### config.mk
export PLATFORM = sky130hd
export DESIGN_NAME = word_deframer
export DESIGN_NICKNAME = d
export VERILOG_FILES = /design/src/rtl/word_deframer.sv
export SDC_FILE = /design/constraint.sdc
export NUM_CORES = 1
export LEC_CHECK = 0
export BUFFER_PORTS_ARGS = -buffer_cell sky130_fd_sc_hd__buf_4
export CORE_MARGIN = 8
export CORE_UTILIZATION = 54
export CTS_BUF_LIST = sky130_fd_sc_hd__clkbuf_2 sky130_fd_sc_hd__clkbuf_4 sky130_fd_sc_hd__clkbuf_8
export DETAILED_ROUTE_END_ITERATION = 6
export GPL_TIMING_DRIVEN = 0
export PLACE_DENSITY_LB_ADDON = 0.08
export REMOVE_ABC_BUFFERS = 1
export SETUP_SLACK_MARGIN = 0.4
export SLEW_MARGIN = 30
export SYNTH_ARGS = -nofsm -noshare
export SYNTH_HDL_FRONTEND = slang
export SYNTH_SLANG_ARGS = --single-unit
### constraint.sdc
create_clock -name clk -period 2.8 [get_ports clk]
set_input_delay 0.14 -clock clk [delete_from_list [all_inputs] [get_ports clk]]
set_output_delay 0.14 -clock clk [all_outputs]
set_load 0.02 [all_outputs]
### src/rtl/word_deframer.sv
// Recovers framed packets (sync, header, payload, checksum) from a 32-bit word stream,
// forwarding payload through a single output register and reporting per-frame status.
module word_deframer #(
    parameter logic [31:0] SYNC_WORD = 32'hC0FFEE5A,
    parameter int          MAX_LEN   = 1024,
    parameter int          CNT_W     = 16
) (
    input  logic             clk,
    input  logic             reset,
    input  logic [31:0]      t0_data,
    input  logic             t0_valid,
    output logic             t0_ready,
    output logic [31:0]      i0_data,
    output logic             i0_valid,
    output logic             i0_last,
    input  logic             i0_ready,
    output logic [15:0]      frame_seq,
    output logic             frame_ok,
    output logic             frame_err,
    output logic             seq_gap,
    output logic [CNT_W-1:0] ok_count,
    output logic [CNT_W-1:0] err_count,
    output logic [CNT_W-1:0] drop_count
);

    localparam int               LEN_W     = $clog2(MAX_LEN + 1);
    localparam logic [15:0]      MAX_LEN_W = 16'(MAX_LEN);
    localparam logic [LEN_W-1:0] REM_ONE   = LEN_W'(1);

    typedef enum logic [1:0] {S_HUNT, S_HDR, S_PAY, S_CHK} state_t;

    state_t           state_q, state_d;
    logic [LEN_W-1:0] remain_q, remain_d;
    logic [31:0]      acc_q, acc_d;
    logic [15:0]      prev_seq_q, prev_seq_d;
    logic             seq_seen_q, seq_seen_d;
    logic [15:0]      seq_q, seq_d;
    logic [31:0]      data_q, data_d;
    logic             valid_q, valid_d;
    logic             last_q, last_d;
    logic             ok_q, ok_d;
    logic             err_q, err_d;
    logic             gap_q, gap_d;
    logic [CNT_W-1:0] ok_cnt_q, ok_cnt_d;
    logic [CNT_W-1:0] err_cnt_q, err_cnt_d;
    logic [CNT_W-1:0] drop_cnt_q, drop_cnt_d;

    logic        accept;
    logic [15:0] hdr_len;
    logic [15:0] hdr_seq;
    logic        len_bad;

    function automatic logic [CNT_W-1:0] sat_inc(input logic [CNT_W-1:0] v);
        return (&v) ? v : v + CNT_W'(1);
    endfunction

    // Payload may only enter when the output register is empty or draining this cycle.
    assign t0_ready = (state_q == S_PAY) ? (!valid_q || i0_ready) : 1'b1;
    assign accept   = t0_valid && t0_ready;
    assign hdr_len  = t0_data[31:16];
    assign hdr_seq  = t0_data[15:0];
    assign len_bad  = (hdr_len == 16'd0) || (hdr_len > MAX_LEN_W);

    always_comb begin
        state_d    = state_q;
        remain_d   = remain_q;
        acc_d      = acc_q;
        prev_seq_d = prev_seq_q;
        seq_seen_d = seq_seen_q;
        seq_d      = seq_q;
        data_d     = data_q;
        valid_d    = valid_q;
        last_d     = last_q;
        ok_d       = 1'b0;
        err_d      = 1'b0;
        gap_d      = 1'b0;
        ok_cnt_d   = ok_cnt_q;
        err_cnt_d  = err_cnt_q;
        drop_cnt_d = drop_cnt_q;

        if (valid_q && i0_ready) begin
            valid_d = 1'b0;
            last_d  = 1'b0;
        end

        if (accept) begin
            unique case (state_q)
                S_HUNT: begin
                    if (t0_data == SYNC_WORD) begin
                        state_d = S_HDR;
                    end else begin
                        drop_cnt_d = sat_inc(drop_cnt_q);
                    end
                end
                S_HDR: begin
                    // Sequence continuity is tracked for every header, even ones rejected for length.
                    gap_d      = seq_seen_q && (hdr_seq != prev_seq_q + 16'd1);
                    prev_seq_d = hdr_seq;
                    seq_seen_d = 1'b1;
                    if (len_bad) begin
                        err_d     = 1'b1;
                        err_cnt_d = sat_inc(err_cnt_q);
                        state_d   = S_HUNT;
                    end else begin
                        remain_d = hdr_len[LEN_W-1:0];
                        seq_d    = hdr_seq;
                        acc_d    = 32'd0;
                        state_d  = S_PAY;
                    end
                end
                S_PAY: begin
                    data_d   = t0_data;
                    valid_d  = 1'b1;
                    last_d   = (remain_q == REM_ONE);
                    acc_d    = acc_q + t0_data;
                    remain_d = remain_q - REM_ONE;
                    if (remain_q == REM_ONE) begin
                        state_d = S_CHK;
                    end
                end
                S_CHK: begin
                    if (t0_data == acc_q) begin
                        ok_d     = 1'b1;
                        ok_cnt_d = sat_inc(ok_cnt_q);
                    end else begin
                        err_d     = 1'b1;
                        err_cnt_d = sat_inc(err_cnt_q);
                    end
                    state_d = S_HUNT;
                end
                default: state_d = S_HUNT;
            endcase
        end
    end

    always_ff @(posedge clk or negedge reset) begin
        if (!reset) begin
            state_q    <= S_HUNT;
            remain_q   <= '0;
            acc_q      <= '0;
            prev_seq_q <= '0;
            seq_seen_q <= 1'b0;
            seq_q      <= '0;
            data_q     <= '0;
            valid_q    <= 1'b0;
            last_q     <= 1'b0;
            ok_q       <= 1'b0;
            err_q      <= 1'b0;
            gap_q      <= 1'b0;
            ok_cnt_q   <= '0;
            err_cnt_q  <= '0;
            drop_cnt_q <= '0;
        end else begin
            state_q    <= state_d;
            remain_q   <= remain_d;
            acc_q      <= acc_d;
            prev_seq_q <= prev_seq_d;
            seq_seen_q <= seq_seen_d;
            seq_q      <= seq_d;
            data_q     <= data_d;
            valid_q    <= valid_d;
            last_q     <= last_d;
            ok_q       <= ok_d;
            err_q      <= err_d;
            gap_q      <= gap_d;
            ok_cnt_q   <= ok_cnt_d;
            err_cnt_q  <= err_cnt_d;
            drop_cnt_q <= drop_cnt_d;
        end
    end

    assign i0_data    = data_q;
    assign i0_valid   = valid_q;
    assign i0_last    = last_q;
    assign frame_seq  = seq_q;
    assign frame_ok   = ok_q;
    assign frame_err  = err_q;
    assign seq_gap    = gap_q;
    assign ok_count   = ok_cnt_q;
    assign err_count  = err_cnt_q;
    assign drop_count = drop_cnt_q;

endmodule

# Word level (Yosys, flattened, before mapping)
# Index checks and enable logic that the tools add are counted.
[classes] n_addsub=6 multipliers=0 div_mod_pow=0 n_lt_le_gt_ge=1 eq_ne=12 shifts=0 mux=28 bitwise_logic=4 reduce_logical=21
[op_table] op="$add A16 B1 Y16 const B" n=4
[op_table] op="$pmux W32 S2" n=1
[op_table] op="$mux W16" n=3
[op_table] op="$reduce_and A16 Y1" n=3
[op_table] op="$add A32 B32 Y32" n=1
[op_table] op="$eq A32 B32 Y1" n=1
[op_table] op="$eq A32 B32 Y1 const B" n=1
[op_table] op="$mux W32" n=1
[op_table] op="$pmux W16 S2" n=1
[op_table] op="$pmux W11 S2" n=1
[op_table] op="$gt A16 B11 Y1 const B" n=1
[op_table] op="$logic_not A16 Y1" n=1
[op_table] op="$ne A16 B16 Y1" n=1
[op_table] op="$mux W1" n=15
[op_table] op="$reduce_and A4 Y1" n=3
[op_table] op="$eq A11 B1 Y1 const B" n=1
[op_table] op="$mux W11" n=1
[op_table] op="$sub A11 B1 Y11 const B" n=1
[op_table] op="$reduce_and A3 Y1" n=3
[op_table] op="$ne A2 B2 Y1 const B" n=4
[op_table] op="$pmux W2 S4" n=1
[op_table] op="$mux W2" n=3
[op_table] op="$eq A2 B2 Y1 const B" n=2
[op_table] op="$not A1 Y1" n=4
[op_table] op="9 further kinds" n=14
[totals] regBits=163 latch_bits=0 ramBits=0 romBits=0 in_bits=36 wordCells=87 memories=0

# Depth between registers and ports, before layout
# Gate-level depths: netlist (run 1).
[depth] ltp_word=5 ltp_mapped=12 depth_no_buf=12

# Worst setup path before layout (run 1)
# No wires, ideal clock.
[synth_path] path_kind="reg2reg" startpoint="reg acc_q[0]" endpoint="reg acc_q[30]" setup_time_ns=0.122 t_arrival_ns=2.537 required_ns=2.678 path_slack_ns=0.141 stages_incl_launch_ff=13 period_less_slack_ns=2.659 cell_sequence="dfrtp_1 ha_1 inv_1 fa_1 and2b_1 o2111ai_1 a2111o_1 o211ai_2 a41oi_1 o21a_1 o21ai_0 mux2i_1 nand2_1"
[synth_between] elab_chain_len=2
[synth_lines] element="start: declaration" line="34" rtl="logic [31:0] acc_q, acc_d;"
[synth_lines] element="start signal: assignment" line="140" rtl="acc_q <= '0;"
[synth_lines] element="start signal: assignment" line="156" rtl="acc_q <= acc_d;"
[synth_lines] element="$add A32 B32 Y32" line="115" rtl="acc_d = acc_q + t0_data;"
[synth_lines] element="$pmux W32 S2" line="87" rtl="unique case (state_q)"
# Every way passes these cells.
# A chain may end at the register's enable or synchronous reset.

# Final worst setup path (run 1)
[layout_path] startpoint="reg acc_q[0]" endpoint="reg acc_q[22]"
# Same word-level chain as after synthesis.

==> results.toml, run 1 <==
[hold_path]
holdCritStartpoint = "t0_data[0]"
min_to = "i0_data[0]$_DFFE_PN0P_"
min-delay-path-class = "in2reg"
hold_depth = 2

[logic_synthesis]
synthArstFlopShare_pct = 100.0
ys_seq_elements = 163
ys_warn_count = 0
synth_top_cell_by_area = "dfrtp_1"
synth_top_family_by_area = "simple AND/OR/NAND/NOR gates"
synth_xor_xnor_area_share_pct = 9.305
ys_seq_area_share_pct = 45.14
ys_top_cells_by_area = "dfrtp_1, mux2_2, xnor2_1, ha_1, xor2_1"
syn_area_um2 = 9036
synth.distinct_cells = 67
synth_common_cells = "dfrtp_1, nand2_1, mux2_2, xnor2_1, nor2_1"
yosys.area_share.adder_pct = 5.345
synth_edf_count = 0
synth_flop_cell = "dfrtp_1"
yosys.area_share.simple_pct = 17.68
synth_compound_area_share_pct = 11.88
yosys.area.top_type_share_pct = 45.14
synth_mux_area_share_pct = 7.962
synthCells = 880
post_synth.cell_area_avg_um2 = 10.27
synth_most_common_cell = "dfrtp_1"

[sta]
fmax_mhz = 348.1
fin_ws_ns = -0.07259
finalSetupViolations = 3
min_period_ns = 2.873
worst_slew_pin_slew_ns = 0.8003
fin_crit_sh_pct = 102.6
slew-limit-headroom_pct = 46.15
tns_ns = -0.1209
rsz0062_at_grt = "true"
hold_viol = 2
drv_slew = 0
finalClockSkew_ns = 0.01399
holdWs_ns = -0.01468

[setup_path]
cpLargestDelayFamily = "compound AO/OA/AOI/OAI gates"
worstReg2RegEnd = "acc_q[22]$_DFFE_PN0P_"
crit_type = "reg2reg"
worstPathMaxFanout = 4
r2r_setup_slack_ns = -0.07
worst_setup_path_end_kind = "flop"
r2r-start = "acc_q[0]$_DFFE_PN0P_"
max_stage_delay_ns = 0.44
path_buf_inv = 1
r2r_cells = 12
slowest_stage = "a2111o_1"
worstPathRequired_ns = 3.14
worstSetupStartpointType = "flop"
crit_chain = "ha_2, inv_2, fa_2, and2b_1, o2111ai_2, a2111o_1, o211ai_4, a41oi_2, o21a_1, o21bai_1, xnor2_1, o21ai_1"
timing.critical_path.arrival_ns = 3.21

[place]
place_congestion = 0.8225
dp_hpwl_um = 15580
io_buffer_count = 137
place_worst_setup_slack_ns = -0.9861

[final_layout]
finalNetCount = 1153
drive_gt1_share_pct = 35.20
syn_to_final_growth_pct = 33.55
finalCoreUtilization_pct = 73.29
num_antenna_cells = 0

[grt]
grt_overflow = 0
grt_pass1_vias = 7216
grt_max_degree = 62
antenna_found_initial = 0
gr-usage-all-layers_pct = 21.75
grt_pass1_wl_um = 37620

[flow_run]
drv.max_cap_violation_count = 0

[pwr]
leakagePower_nw = 5.646
vdd_ir_drop_max_mv = 0.3585
total_power_mw = 6.156
power_density_nw_per_um2 = 510.1

[clocking]
ctsRootBufferMaster = "clkbuf_8"
clockBufferDepth = 2
cts_max_level = 4
clk_pin_slew_ns = 0.08
cts_buffers = 17
clk_latency_ns = 0.46
cts_tree = "done"
cts.sinks = 163

[floorplan]
die-width_um = 145.4
core_area_um2 = 16470
dieHeight_um = 145.4
start_util_pct = 54.88
ios = 138
die_area_um2 = 21130
row_count = 47

[detailed_routing]
ant_nets = 0
vias = 7547
firstDrtPassIters = 5
vias_per_cell = 5.757
routed_wl_um = 24270
remaining_drc_errors = 0
drt-initial-drc-count = 518
routedWlPerCell_um = 18.51

[outcome]
violations = "negative hold slack, negative setup slack"
status = "complete, but fails checks"
==> per-layer routing <==
| metal | part of all wire [%] | routed length (um) | track usage, % | vias to the layer above |
|---|---|---|---|---|
| met2 | 49 | 11920 | 35.84 | 213 |
| met4 | 1.5 | 359 | 6.143 | 0 |
| met1 | 44 | 10740 | 28.39 | 3747 |
| met3 | 5.1 | 1249 | 4.726 | 37 |
| li1 | - | - | - | 3550 |
| met5 | 0 | 0 | 0 | - |
==> sequential cells by signal, summed over array words and instances (netlist names), 11 cells and up, named ones only <==
register / count
acc_q: 32
i0_data: 32
drop_count: 16
err_count: 16
frame_seq: 16
ok_count: 16
prev_seq_q: 16
remain_q: 11
==> layout make-up <==
type / instances / area (um2)
Inverter: 22 / 86.33
Sequential cell: 163 / 4080
Tap cell: 220 / 275.3
Multi-Input combinational cell: 667 / 5445
Fill cell: 1200 / 4398
Timing Repair Buffer: 208 / 1743
Clock buffer: 22 / 284.0
Clock inverter: 9 / 153.9
==> report_power, final <==
group	switching, mW	internal [mW]
registers	0.166	2.53
logic	0.825	0.743
clock network	0.854	1.04
total	1.84	4.31
==> through the flow <==
step	hold WS, ns	std cells	area [um2]
final	-0.01468	1311	12070
after global routing	-0.03293	1311	12070
after CTS	-0.03369	1287	11470
after detailed placement	0.06685	1210	10300
after global placement	0.3884	1206	10180
after floorplan	-0.1556	849	8876
==> logic make-up (layout without fill, tap and decap cells) <==
| logic type | count (synthesis) | after routing |
|---|---|---|
| compound gates | 170 | 170 |
| xor+xnor | 96 | 96 |
| fa+ha+maj | 38 | 38 |
| buf+inv | 53 | 261 |
| flops | 163 | 163 |
| mux | 64 | 64 |
| simple gates | 296 | 299 |
==> how the worst max path moves through the flow <==
stage | from | end | slack, ns | cells after the start
floorplan | flop | remain_q[2]$_DFFE_PN0P_ | -0.93 | 6
global placement | flop | remain_q[9]$_DFFE_PN0P_ | -2.91 | 6
detailed placement | flop | remain_q[3]$_DFFE_PN0P_ | -0.99 | 7
CTS | acc_q[0]$_DFFE_PN0P_ | acc_q[30]$_DFFE_PN0P_ | 0.07 | 12
global route | acc_q[0]$_DFFE_PN0P_ | acc_q[22]$_DFFE_PN0P_ | -0.21 | 12
finish | acc_q[0]$_DFFE_PN0P_ | acc_q[22]$_DFFE_PN0P_ | -0.07 | 12
==> worst register-to-register path, delay by kind of cell, from the launching register on <==
family | cells | cell delay [ns]
flip-flops | 1 | 0.36
XOR/XNOR | 1 | 0.16
buffers and inverters | 1 | 0.04
AO/OA/AOI/OAI | 7 | 1.41
AND/OR/NAND/NOR | 1 | 0.25
adder cells (fa/ha/maj) | 2 | 0.53
==> repair_timing <==
action | 4_1_cts | 5_1_grt
hold buffers | 26 | 1
hold endpoints to repair | 208 | 3
setup endpoints to repair | 92 | 49
gates resized for setup | 69 | 79
setup buffers | 17 | 23
pin swaps | 33 | 43
cloned | 3 | 0
==> cells in the final DEF, fill, tap and decap left out, types with 7 or more instances in the layout <==
cell / count
a21o_1: 22
nor3_1: 21
nand2b_1: 7
ha_2: 7
dfrtp_1: 162
nand3_1: 38
clkbuf_8: 19
nand4_1: 19
xnor2_1: 59
o21ai_0: 36
mux2_2: 62
buf_4: 167
nand3_2: 8
o21ai_1: 25
nor4_4: 10
nor2_1: 42
nor2_4: 8
and3_1: 15
xor2_1: 37
a21oi_1: 32
dlygate4sd3_1: 27
inv_1: 20
buf_6: 9
nand2_1: 81
ha_4: 24
No activity file was read; power rests on OpenSTA's default activity.
==> inputs of run 2 (changes only) <==
Settings changed: CORE_UTILIZATION 54 to 48.
Clock period 2.8 ns to 2.6 ns, I/O delays scaled along.
==> run 2 against run 1 <==
  * The flow still finishes with violations (negative hold slack, negative setup slack)
  * Critical path depth unchanged
  * Clock power decreased by 7%
  * Via count decreased by 0.85%
  * Largest cell class unchanged
  * Highest routed layer unchanged
  * Wire length increased by 2.3%
==> results.toml, run 2 (synthesis results as in run 1) <==
[final_layout]
final_common_cell = "buf_4"
final_cells = 1337
syn_to_final_growth_pct = 35.50
finalNetCount = 1164
ff_latch_area_um2 = 4084
num_antenna_cells = 0
multi_input_area_um2 = 5570
drive_gt1_share_pct = 38.08
nFillCells = 1538
layout_common_cells = "buf_4, dfrtp_1, nand2_1, mux2_2, xnor2_1"

[place]
dp.cells = 1224
io_buffer_count = 137
dp_hpwl_um = 15790
place_congestion = 0.8456

[sta]
holdWs_ns = -0.03036
worst_slew_pin_slew_ns = 0.7301
fmax_mhz = 354.3
rsz0062_at_grt = "true"
tns_ns = -1.049
fin_ws_ns = -0.2226
drv_slew = 0
fin_crit_sh_pct = 108.6
finalClockSkew_ns = 0.01271
finalSetupViolations = 6
slew-limit-headroom_pct = 51.21
min_period_ns = 2.823
hold_viol = 2

[floorplan]
row_count = 50
core_area_um2 = 18580
start_util_pct = 48.63
dieHeight_um = 153.2
die-width_um = 153.2
die_area_um2 = 23470
ios = 138

[grt]
antenna_found_initial = 0
grt_overflow = 0
gr-usage-all-layers_pct = 21.12
grt_pass1_wl_um = 40250
grt_max_degree = 71
grt_pass1_vias = 7507

[detailed_routing]
routed_wl_um = 24830
vias_per_cell = 5.597
vias = 7483
drt-initial-drc-count = 379
remaining_drc_errors = 0
ant_nets = 0
firstDrtPassIters = 5
routedWlPerCell_um = 18.57

[setup_path]
timing.critical_path.arrival_ns = 3.18
worstPathRequired_ns = 2.95
crit_type = "reg2reg"
r2r-start = "acc_q[0]$_DFFE_PN0P_"
worstSetupStartpointType = "flop"
r2r_setup_slack_ns = -0.22
worstPathMaxFanout = 4
r2r_cells = 12
worst_setup_path_end_kind = "flop"
worstReg2RegEnd = "acc_q[30]$_DFFE_PN0P_"

[hold_path]
hold_depth = 2
holdCritStartpoint = "t0_data[0]"
min-delay-path-class = "in2reg"
min_to = "i0_data[0]$_DFFE_PN0P_"

[clocking]
cts_buffers = 17
clk_pin_slew_ns = 0.09
ctsHoldBuffers = 32
clockBufferDepth = 2
ctsRootBufferMaster = "clkbuf_8"
clk_latency_ns = 0.47
cts.sinks = 163
cts_max_level = 4
cts_tree = "done"

[flow_run]
drv.max_cap_violation_count = 0

[pwr]
total_power_mw = 6.361
vdd_ir_drop_max_mv = 0.3387
leakagePower_nw = 5.706
power_density_nw_per_um2 = 519.5

[outcome]
violations = "negative hold slack, negative setup slack"
status = "complete, but fails checks"
run 2: changes by cell type in the layout (fill, tap and decap cells not counted), sizes merged:
cell         change
buf              +6
clkinv           +5
dlygate4sd3      +5
bufinv           -3
clkbuf           -3
clkinvlp         +1
inv              +1
run 2: layout make-up:
cell class              count  share of cell area [%]
clock inverters            13                  0.9197
flip-flops and latches    163                   33.35
inverters                  22                  0.7051
well taps                 234                   2.391
repair buffers            219                   15.10
multi-input cells         667                   45.49
clock buffers              19                   2.034
run 2: routing by layer:
layer / track usage (%) / vias up / part of all wire [%]
li1: - / 3580 / -
met1: 28.19 / 3679 / 46
met3: 4.708 / 28 / 5.3
met5: 0 / - / 0
met4: 6.126 / 0 / 1.6
met2: 33.81 / 196 / 47
run 2: repair_timing:
| action | 4_1_cts | 5_1_grt |
|---|---|---|
| buffers inserted | 29 | 17 |
| gates resized for setup | 150 | 29 |
| hold endpoints to repair | 223 | 2 |
| cloned | 3 | 0 |
| pin swaps | 42 | 27 |
| setup endpoints to repair | 117 | 75 |
run 2: worst max-delay path, cell delays in order, from the launching register on:
cell and delay, ns:
dfrtp_1 0.38, ha_2 0.20, inv_2 0.04, fa_2 0.35
and2b_1 0.23, o2111ai_2 0.16, a2111o_1 0.43, o211ai_4 0.12
a41oi_2 0.15, o21a_1 0.24, o21ai_2 0.14, mux2i_1 0.21
nand2_1 0.07
run 2: worst max path at each step:
stage / endpoint / slack, ns / depth (start not counted) / startpoint
floorplan: remain_q[2]$_DFFE_PN0P_ / -1.13 / 6 / flop
finish: acc_q[30]$_DFFE_PN0P_ / -0.22 / 12 / acc_q[0]$_DFFE_PN0P_
global placement: remain_q[9]$_DFFE_PN0P_ / -3.18 / 6 / flop
CTS: acc_q[30]$_DFFE_PN0P_ / -0.19 / 12 / acc_q[0]$_DFFE_PN0P_
global route: acc_q[30]$_DFFE_PN0P_ / -0.34 / 12 / acc_q[0]$_DFFE_PN0P_
detailed placement: remain_q[7]$_DFFE_PN0P_ / -1.21 / 7 / flop
run 2: per-stage QoR:
step	hold slack [ns]	worst slack (ns)	util (%)	area [um2]
2_1_floorplan	-0.1656	-1.129	-	8876
3_3_place_gp	0.3866	-3.179	54.88	10200
3_5_place_dp	0.01927	-1.207	55.51	10310
4_1_cts	-0.04357	-0.1934	64.57	12000
5_1_grt	-0.03362	-0.3374	65.90	12240
6_report	-0.03036	-0.2226	65.90	12240
run 2: power breakdown:
part / leakage (nW) / internal (mW) / switching (mW) / total (mW)
sequential: 2.19 / 2.72 / 0.173 / 2.89
clock: 0.182 / 0.774 / 0.983 / 1.76
combinational: 3.34 / 0.815 / 0.895 / 1.71
total: 5.71 / 4.31 / 2.05 / 6.36
==> inputs of run 3 (changes only) <==
Settings changed: ABC_AREA set to 1.
==> run 3 against run 2 <==
  * Register-to-register slack gained 0.70 ns
  * Area after synthesis grew 18%
  * Combinational power fell by 39%
  * The flow now finishes without violations
  * Die area grew 16%
  * Clock-buffer cell count stayed put
  * Wire length rose by 27%
==> results.toml, run 3 <==
[outcome]
status = "finished clean"

[sta]
finalClockSkew_ns = 0.02273
min_period_ns = 2.168
fmax_mhz = 461.3
fin_ws_ns = 0.4323
drv_slew = 0
hold_viol = 0
fin_crit_sh_pct = 83.37
rsz0062_at_grt = "true"
slew-limit-headroom_pct = 57.02
worst_slew_pin_slew_ns = 0.6398
finalSetupViolations = 0
tns_ns = 0

[final_layout]
finalNetCount = 1768
num_antenna_cells = 0
drive_gt1_share_pct = 14.48
final_cells = 1986
syn_to_final_growth_pct = 20.62
layout_common_cells = "nand2_1, inv_1, dfrtp_1, buf_4, nand3_1"
final_area_um2 = 12870
final_common_cell = "nand2_1"

[setup_path]
worst_setup_path_end_kind = "flop"
crit_type = "in2reg"
worstPathMaxFanout = 16
r2r-start = "acc_q[30]$_DFFE_PN0P_"
r2r_setup_slack_ns = 0.48
worstReg2RegEnd = "ok_count[7]$_DFFE_PN0P_"
timing.critical_path.arrival_ns = 2.57
r2r_cells = 9
worstPathRequired_ns = 3.00
worstSetupStartpointType = "input pin"

[flow_run]
drv.max_cap_violation_count = 0

[detailed_routing]
remaining_drc_errors = 0
vias_per_cell = 5.254
firstDrtPassIters = 6
routedWlPerCell_um = 15.86
ant_nets = 0
routed_wl_um = 31510
drt-initial-drc-count = 725
vias = 10440

[clocking]
clockBufferDepth = 2
clk_latency_ns = 0.48
clk_pin_slew_ns = 0.10
cts_buffers = 17
cts.sinks = 163
ctsRootBufferMaster = "clkbuf_8"
cts_tree = "done"
cts_max_level = 4

[grt]
grt_pass1_wl_um = 50910
grt_overflow = 0
grt_pass1_vias = 9947
antenna_found_initial = 0
grt_max_degree = 64
gr-usage-all-layers_pct = 23.30

[hold_path]
hold_depth = 3
min-delay-path-class = "in2reg"
min_to = "i0_data[23]$_DFFE_PN0P_"
holdCritStartpoint = "t0_data[23]"

[floorplan]
die-width_um = 165.1
row_count = 54
dieHeight_um = 165.1
start_util_pct = 48.89
die_area_um2 = 27250
core_area_um2 = 21820
ios = 138

[logic_synthesis]
synthArstFlopShare_pct = 100.0
synth.distinct_cells = 39
syn_area_um2 = 10670
synth_common_cells = "nand2_1, inv_1, dfrtp_1, nand3_1, nor2_1"
ys_warn_count = 0
synthCells = 1524
ys_top_cells_by_area = "dfrtp_1, nand2_1, nand3_1, inv_1, o21ai_0"
synth_top_cell_by_area = "dfrtp_1"
synth_edf_count = 0
yosys.area.top_type_share_pct = 38.23
ys_seq_elements = 163
ys_seq_area_share_pct = 38.23
synth_flop_cell = "dfrtp_1"
synth_most_common_cell = "nand2_1"
post_synth.cell_area_avg_um2 = 7.001

[place]
dp_hpwl_um = 21970
dp.cells = 1910
io_buffer_count = 137
dpl_cell_area_um2 = 11970
place_congestion = 0.9647
place_worst_setup_slack_ns = -0.4274

[pwr]
power_density_nw_per_um2 = 439.5
total_power_mw = 5.656
vdd_ir_drop_max_mv = 0.2715
leakagePower_nw = 6.732
## run 3: changes by cell type after synthesis, sizes merged, moves of 28 or more
cell,previous run,this run
nand4,20,48
nand2,83,522
nand3,47,146
o21ai,67,111
xnor2,59,31
mux2,63,0
nor2,54,111
inv,22,188
## run 3: worst max-delay path, stage by stage
cell	delay, ns
dlygate4sd3_1	0.55
buf_4	0.16
inv_1	0.09
nand4_1	0.14
nor3_1	0.57
nand3_2	0.43
nand3_4	0.30
xor2_1	0.17
## run 3: kinds of logic after synthesis
logic type / share of synthesized area, %
xor+xnor: 5.793
compound gates: 7.435
flops: 38.23
fa+ha+maj: 4.527
buf+inv: 8.807
mux: 0.09382
simple gates: 35.11
## run 3: layer usage
metal,global-route usage (%),vias to the layer above,wire [um]
met3,3.396,29,1621
met5,0,-,0
met4,6.757,0,447
met2,37.22,259,14370
met1,32.27,4904,15070
li1,-,5243,-
## run 3: how the worst max path moves through the flow
stage,startpoint,endpoint,slack (ns),cells after the start
2_1_floorplan,state_q[0]$_DFFE_PN0P_,remain_q[7]$_DFFE_PN0P_,-0.63,6
3_3_place_gp,t0_data[22],remain_q[1]$_DFFE_PN0P_,-3.08,10
3_5_place_dp,state_q[0]$_DFFE_PN0P_,acc_q[19]$_DFFE_PN0P_,-0.43,7
4_1_cts,acc_q[0]$_DFFE_PN0P_,acc_q[28]$_DFFE_PN0P_,0.41,15
5_1_grt,err_count[0]$_DFFE_PN0P_,err_count[10]$_DFFE_PN0P_,0.35,9
6_report,t0_data[0],drop_count[0]$_DFFE_PN0P_,0.43,8
## run 3: report_power, final
part	leakage (nW)	switching, mW	internal, mW
Sequential	2.27	0.164	2.65
Combinational	4.29	0.657	0.394
Clock	0.177	1.08	0.714
## run 3: cell type report
class                   instances  area (um2)
fillers                      2139        8955
multi-input cells            1137        5834
flip-flops and latches        163        4079
repair buffers                185        1519
inverters                     189       724.4
well taps                     280       350.3
clock buffers                  19       255.2
clock inverters                12       98.84
repair inverters                1       7.507
## run 3: metrics by stage
step           util [%]  hold WS [ns]
2_1_floorplan         -       -0.1656
3_3_place_gp      54.17        0.4169
3_5_place_dp      54.84       0.05880
4_1_cts           58.23      0.006407
5_1_grt           58.97       0.02866
6_report          58.97       0.02833
## run 3: repair_timing
action                                 in CTS  in global routing
endpoints found under the hold margin     196                  0
pin swaps                                   3                  4
setup buffers                               8                  8
hold buffers                               24                  0
gates resized for setup                    10                 23
setup endpoints to repair                 125                 80
gates cloned                                4                  1
